$ cat config.mk
export PLATFORM = sky130hd
export DESIGN_NAME = regfile_dump_reader
export DESIGN_NICKNAME = d
export VERILOG_FILES = /design/src/rtl/regfile_dump_reader.sv
export SDC_FILE = /design/constraint.sdc
export NUM_CORES = 1
export LEC_CHECK = 0
export CAP_MARGIN = 20
export CORE_MARGIN = 1.5
export CORE_UTILIZATION = 44
export CTS_CLUSTER_SIZE = 12
export DETAILED_ROUTE_END_ITERATION = 8
export DONT_BUFFER_PORTS = 1
export PLACE_DENSITY = 0.61
export SETUP_SLACK_MARGIN = 0.02
export SLEW_MARGIN = 0
export SYNTH_ARGS = -nofsm -noshare
export SYNTH_HDL_FRONTEND = slang
export SYNTH_SLANG_ARGS = --single-unit
$ cat constraint.sdc
create_clock -name clk -period 5.8 [get_ports clk]
set_clock_uncertainty 0.1 [all_clocks]
set_input_delay 1.16 -clock clk [delete_from_list [all_inputs] [get_ports clk]]
set_output_delay 1.16 -clock clk [all_outputs]
set_load 0.05 [all_outputs]
$ cat src/rtl/regfile_dump_reader.sv
// Debug read-out engine: walks the register file read port and streams a
// header byte plus every register (LSB first) over a valid/ready byte channel.
module regfile_dump_reader #(
    parameter logic [7:0] HDR_BYTE = 8'hA5,
    parameter int         NUM_REGS = 32
) (
    input  logic        clk,
    input  logic        rst_n,
    input  logic        start,
    output logic        busy,
    output logic        done,
    output logic        rf_ena,
    output logic [4:0]  rf_raddr,
    input  logic [31:0] rf_rdata,
    output logic        out_valid,
    input  logic        out_ready,
    output logic [7:0]  out_data,
    output logic        out_last
);

    typedef enum logic [2:0] {
        S_IDLE,
        S_HDR,
        S_LOAD,
        S_SEND,
        S_DONE
    } state_t;

    localparam logic [4:0] LAST_IDX = 5'(NUM_REGS - 1);

    state_t      state_reg, state_next;
    logic [4:0]  idx_reg, idx_next;
    logic [1:0]  byte_cnt_reg, byte_cnt_next;
    logic [31:0] shreg_reg, shreg_next;

    logic xfer;
    logic at_last_reg;
    logic at_last_byte;

    assign xfer         = out_valid & out_ready;
    assign at_last_reg  = (idx_reg == LAST_IDX);
    assign at_last_byte = (byte_cnt_reg == 2'd3);

    always_ff @(posedge clk or negedge rst_n) begin
        if (!rst_n) begin
            state_reg    <= S_IDLE;
            idx_reg      <= 5'd0;
            byte_cnt_reg <= 2'd0;
            shreg_reg    <= 32'd0;
        end else begin
            state_reg    <= state_next;
            idx_reg      <= idx_next;
            byte_cnt_reg <= byte_cnt_next;
            shreg_reg    <= shreg_next;
        end
    end

    always_comb begin
        state_next    = state_reg;
        idx_next      = idx_reg;
        byte_cnt_next = byte_cnt_reg;
        shreg_next    = shreg_reg;

        case (state_reg)
            S_IDLE: begin
                idx_next      = 5'd0;
                byte_cnt_next = 2'd0;
                shreg_next    = 32'd0;
                if (start) begin
                    state_next = S_HDR;
                end
            end
            S_HDR: begin
                if (xfer) begin
                    state_next = S_LOAD;
                end
            end
            S_LOAD: begin
                shreg_next    = rf_rdata;
                byte_cnt_next = 2'd0;
                state_next    = S_SEND;
            end
            S_SEND: begin
                if (xfer) begin
                    shreg_next    = {8'd0, shreg_reg[31:8]};
                    byte_cnt_next = byte_cnt_reg + 2'd1;
                    if (at_last_byte) begin
                        // byte_cnt is parked at 0 rather than allowed to wrap
                        byte_cnt_next = 2'd0;
                        if (at_last_reg) begin
                            state_next = S_DONE;
                        end else begin
                            idx_next   = idx_reg + 5'd1;
                            state_next = S_LOAD;
                        end
                    end
                end
            end
            S_DONE: begin
                state_next = S_IDLE;
            end
            default: begin
                state_next = S_IDLE;
            end
        endcase
    end

    // Every output is a pure decode of registered state, so reset clears them at once.
    always_comb begin
        busy      = (state_reg != S_IDLE);
        done      = (state_reg == S_DONE);
        rf_ena    = (state_reg == S_LOAD);
        rf_raddr  = (state_reg == S_LOAD) ? idx_reg : 5'd0;
        out_valid = 1'b0;
        out_data  = 8'd0;
        out_last  = 1'b0;
        case (state_reg)
            S_HDR: begin
                out_valid = 1'b1;
                out_data  = HDR_BYTE;
            end
            S_SEND: begin
                out_valid = 1'b1;
                out_data  = shreg_reg[7:0];
                out_last  = at_last_reg & at_last_byte;
            end
            default: begin
                out_valid = 1'b0;
            end
        endcase
    end

endmodule

==> run metrics, run 1 <==
type of the tightest min-delay check flip-flop to flip-flop; number of antenna violations at the first check in global routing 0; post-place setup slack 2220 ps; I/O pin count 54; post-synthesis instance total ~190; leakage power between 1 and 1.5 nW; slowest cell on the critical path dfrtp_1; syn avg cell area roughly 12 µm²; highest fanout seen on the critical path 23; Worst VDD drop ~240 µV; vias in the first global route about 1500; flop2flop setup slack between 3000 and 4000 ps; Std-Cell Core Area 0.00472 mm²; Post-Synthesis Net Count 224; power density cells 512 mW/mm²; length of the first detailed-routing pass in iterations 4; depth of the worst register-to-register path 4; maximum clock rate 257 MHz; Final WS setup around 1900 ps; maximum cell stage delay along the critical path roughly 720 ps; Nets roughly 220; Via Count between 1000 and 1500; Hold Vio Cnt, Final 0; post-layout min period about 4000 ps; Synth Register Bits 42; CP Cell Sequence nor3b_4 > buf_4 > and2_1; capture point of the worst reg-to-reg path shreg_reg[23]; vias per inst 5.66; final setup TNS 0 ps; DRT Wirelength approximately 4.3 mm; Die Height 73.0 µm; pins over their slew limit 0; starting DRC count in detailed routing approximately 110; number of buffers inserted to repair setup after CTS 0; leading cell types by total area after synthesis dfrtp_1 (49%), mux2_2 (11%), a22o_1 (11%); hold endpoint shreg_reg[4]; root buf cell clkbuf_8; CTS tree built; startpoint of the worst register-to-register path state_reg[1]; number of enable flip-flop cells after synthesis 0; worst rel slew slack 0.309; outcome completed; family with the most delay on the worst path simple AND/OR/NAND/NOR gates; overall routing resource usage 0.177; post-synthesis cell type with the largest combined area dfrtp_1; sequential cell area fraction in the yosys report 0.487; Num Clock Sinks 42; Die Footprint 0.00533 mm²; Placement Rows 25; Crit path buffers/inverters 1; kind of launch point of the worst setup path flip-flop; post-synthesis cell area around 0.0022 mm²; RSZ-0062 raised after global routing no; Synth top area share 0.487; hold bufs inserted after CTS 0; setup-violating endpoint count in the final report 0; most used cells in the layout excluding fill and tap cells dfrtp_1 (42), a22o_1 (28), mux2_2 (22); global-route wire length before repair 7.25 mm; Layout area overhead 5.39%; initial standard-cell utilization of the core 0.457; Max H-tree Level 2; wire per inst 17.5 µm; number of remaining DRC errors 0; Required @ worst endpoint approximately 4500 ps; leading cell type in the layout, fill and taps excluded dfrtp_1; clock-pin transition on the worst setup and hold timing paths around 90 ps; deepest clock path buffer count 2; n_diodes 0; synthesis warning total 0; global placer's final weighted congestion about 0.85; count of different cell masters after synthesis 36; detailed-placement wirelength estimate a little over 3 mm; max_cap viols 0; transition time of the tightest slew-check pin between 1000 and 1500 ps; fraction of the cycle the final worst path needs 0.672; flip-flop cell with the highest count after synthesis dfrtp_1; crit path capture type primary output; number of flip-flops in the largest register 32; Crit Path Category flip-flop to primary output; source-to-sink clock delay at the later pin of the worst-skew pair 290 ps; residual antenna-violating net count after detailed routing 0; proportion of register bits with asynchronous set or reset after synthesis 1.00; proportion of layout cells with a drive suffix above 1 0.194; number of buffer cells added on primary ports 0; total congestion overflow after global routing 0; Num CTS Buffers 5; Hold Path Origin shreg_reg[4]; Critical Path AT roughly 2600 ps; count of cells along the worst hold path 1; pin count of the biggest net entering global routing 43; Horiz. Die Dim ~73 µm; # resized after CTS 0
## cell usage after synthesis, types with 2 or more instances
master,count
nor2_1,6
and2_1,10
mux2i_1,5
mux2_2,22
and3_1,2
buf_4,2
a221o_1,2
nand2_1,4
nand4b_1,2
buf_2,6
clkbuf_1,3
a22o_1,28
ha_1,3
inv_1,7
a21oi_1,9
o21ai_0,4
dfrtp_1,42
nor3_1,4
a22oi_1,4
buf_6,4
## worst max path at each step
stage	endpoint	from	cells after the start	slack [ps]
after floorplan	rf_raddr[0]	state_reg[0]	5	2830
after global placement	rf_raddr[2]	state_reg[1]	3	2310
after detailed placement	rf_raddr[4]	state_reg[1]	3	2220
after CTS	rf_raddr[4]	state_reg[1]	3	1880
after global routing	rf_raddr[4]	state_reg[1]	3	1680
final	rf_raddr[4]	state_reg[1]	3	1900
## per-stage QoR
stage | power (W) | instances | util | hold WS, ps | cell area, µm²
2_1_floorplan | 0.000876 | 185 | - | 367 | 2160
4_1_cts | 0.00118 | 247 | 0.481 | 408 | 2270
3_5_place_dp | 0.000940 | 239 | 0.457 | 386 | 2160
5_1_grt | 0.00124 | 247 | 0.481 | 424 | 2270
6_report | 0.00116 | 247 | 0.481 | 402 | 2270
3_3_place_gp | 0.000924 | 239 | 0.457 | 383 | 2160
## layout make-up
cell class / instances / area, µm²
inverter: 7 / 26.3
tap: 67 / 83.8
fill: 449 / 2450
clock buffer: 5 / 68.8
clock inverter: 3 / 43.8
timing repair buffer: 2 / 15.0
sequential: 42 / 1050
multi-input combinational: 121 / 985
## power breakdown
| group | internal [W] | switching [W] |
|---|---|---|
| logic | 0.000184 | 0.000264 |
| clock network | 0.000129 | 0.000104 |
| registers | 0.000404 | 0.0000791 |
| total | 0.000717 | 0.000447 |
## worst register-to-register path: stages, from the launching register on
cell	delay [ps]
dfrtp_1	720
nor3b_4	670
buf_4	450
a22o_1	210
mux2_2	150
## cell families after synthesis
group	count (synthesis)	synth area share
flops	42	0.487
compound gates	52	0.189
mux	27	0.138
simple gates	39	0.109
fa+ha+maj	3	0.0174
buf+inv	22	0.0592
## metal layers
metal	wire length, µm	GRT usage	part of all wire	up-vias
met4	36	0.0440	0.0083	0
met3	254	0.0470	0.059	5
met2	1920	0.264	0.44	43
met1	2110	0.257	0.49	677
met5	0	0	0	-
li1	-	-	-	672
Power figures use the tool's default switching activity.
==> run 2: changes to the inputs <==
==> constraint.sdc (replaced) <==
create_clock -name clk -period 3.9 [get_ports clk]
set_clock_uncertainty 0.1 [all_clocks]
set_input_delay 0.78 -clock clk [delete_from_list [all_inputs] [get_ports clk]]
set_output_delay 0.78 -clock clk [all_outputs]
set_load 0.05 [all_outputs]
==> run metrics, run 2 (same netlist as run 1, synthesis figures left out) <==
most crowded layer after global routing met2 (unchanged); Placement Rows 25 (unchanged); proportion of layout cells with a drive suffix above 1 0.207 (was 0.194); # resized after CTS 0 (unchanged); CTS tree built (unchanged); Via Count 1440 (was 1397); number of buffer cells added on primary ports 0 (unchanged); maximum cell stage delay along the critical path 710 ps (was 720 ps); worst rel slew slack 0.399 (was 0.309); most used cells in the layout excluding fill and tap cells dfrtp_1 (42), a22o_1 (28), mux2_2 (22) (unchanged); residual antenna-violating net count after detailed routing 0 (unchanged); Setup crit start state_reg[0] (was state_reg[1]); DRT Wirelength 4.20 mm (was 4.33 mm); number of flip-flops in the largest register 32 (unchanged); GR Util met1 0.240 (was 0.257); GR met2 Demand/Resource 0.247 (was 0.264); pins over their slew limit 0 (unchanged); Max H-tree Level 2 (unchanged); leading cell type in the layout, fill and taps excluded dfrtp_1 (unchanged); number of buffers inserted to repair setup after CTS 0 (unchanged); global-route wire length before repair 6.91 mm (was 7.25 mm); pin count of the biggest net entering global routing 43 (unchanged); outcome completed (unchanged); capture point of the worst reg-to-reg path shreg_reg[6] (was shreg_reg[23]); Crit path buffers/inverters 1 (unchanged); RSZ-0062 raised after global routing no (unchanged); detailed-placement wirelength estimate 3.01 mm (was 3.03 mm); Nets 222 (was 218); clock-pin transition on the worst setup and hold timing paths 80 ps (was 90 ps); number of remaining DRC errors 0 (unchanged); Std-Cell Core Area 0.00472 mm² (unchanged); source-to-sink clock delay at the later pin of the worst-skew pair 280 ps (was 290 ps); deepest clock path buffer count 2 (unchanged); wire per inst 16.7 µm (was 17.5 µm); kind of launch point of the worst setup path flip-flop (unchanged); Crit Path Category flip-flop to primary output (unchanged); startpoint of the worst register-to-register path state_reg[1] (unchanged); Placed Instance Area 0.00219 mm² (was 0.00216 mm²); fraction of met3 tracks used by global routing 0.0580 (was 0.0470); flop2flop setup slack 1640 ps (was 3440 ps); Num Clock Sinks 42 (unchanged); Layout area overhead 5.57% (was 5.39%); max_cap viols 0 (unchanged); slowest cell on the critical path dfrtp_1 (unchanged); maximum clock rate between 300 and 400 MHz; hold bufs inserted after CTS 0 (unchanged); highest fanout seen on the critical path 23 (unchanged); n_diodes 0 (unchanged); overall routing resource usage 0.168 (was 0.177); family with the most delay on the worst path simple AND/OR/NAND/NOR gates (unchanged); Num CTS Buffers 5 (unchanged); transition time of the tightest slew-check pin 900 ps (was 1040 ps); Die Footprint 0.00533 mm² (unchanged); total congestion overflow after global routing 0 (unchanged); initial standard-cell utilization of the core 0.457 (unchanged); type of the tightest min-delay check input pin to asynchronous set/reset pin (was flip-flop to flip-flop); CP Cell Sequence and3b_1 > buf_4 > and2_1 (was nor3b_4 > buf_4 > and2_1); post-route cell area 0.00228 mm² (was 0.00227 mm²); Critical Path AT 2250 ps (was 2640 ps); final setup TNS 0 ps (unchanged); crit path capture type primary output (unchanged); fraction of the cycle the final worst path needs 0.802; power density cells 736 mW/mm² (was 512 mW/mm²); Horiz. Die Dim 73.0 µm (unchanged); depth of the worst register-to-register path 3 (was 4); Die Height 73.0 µm (unchanged); Hold Vio Cnt, Final 0 (unchanged); root buf cell clkbuf_8 (unchanged); Worst VDD drop 288 µV (was 239 µV); worst hold slack after final layout 84.3 ps (was 402 ps); post-layout min period approximately 3100 ps; vias in the first global route 1412 (was 1456); setup-violating endpoint count in the final report 0 (unchanged); Final WS setup 773 ps (was 1900 ps); global placer's final weighted congestion 0.775 (was 0.852); leakage power 1.07 nW (was 1.06 nW); length of the first detailed-routing pass in iterations 4 (unchanged); starting DRC count in detailed routing 56 (was 108); I/O pin count 54 (unchanged); Required @ worst endpoint 3020 ps (was 4540 ps); post-place setup slack 1070 ps (was 2220 ps); number of antenna violations at the first check in global routing 0 (unchanged); vias per inst 5.74 (was 5.66)
## run 2: cell count changes in the layout (fill, tap and decap cells not counted), sizes merged
cell / delta
buf: +4
bufinv: -1
clkbuf: +1
clkinv: +1
inv: -1
## run 2: how the worst max path moves through the flow
stage                  endpoint  slack [ps]  cells past startpoint
floorplan           rf_raddr[0]        1310                      5
global placement    out_data[4]        1160                      3
detailed placement  out_data[3]        1070                      3
CTS                 out_data[3]         750                      3
global route        out_data[3]         610                      3
finish              out_data[6]         770                      3
## run 2: power breakdown
part	total [W]	internal [W]	switching [W]
registers	0.000713	0.000601	0.000112
logic	0.000698	0.000298	0.000400
clock network	0.000266	0.000126	0.000140
total	0.00168	0.00103	0.000651
## run 2: routing by layer
| metal | up-vias | wire, µm |
|---|---|---|
| met4 | 0 | 29 |
| met1 | 703 | 1960 |
| met3 | 5 | 305 |
| li1 | 680 | - |
| met5 | - | 0 |
| met2 | 52 | 1910 |
## run 2: through the flow
step	cells	util	total power (W)
2_1_floorplan	185	-	0.00130
3_3_place_gp	243	0.464	0.00140
3_5_place_dp	243	0.464	0.00142
4_1_cts	251	0.482	0.00169
5_1_grt	251	0.482	0.00180
6_report	251	0.482	0.00168
## run 2: area by class of cell
type / count / area, µm²
repair buffers: 6 / 45.0
flip-flops and latches: 42 / 1050
clock buffers: 6 / 72.6
multi-input cells: 121 / 985
well taps: 67 / 83.8
clock inverters: 2 / 13.8
fillers: 422 / 2450
inverters: 7 / 26.3
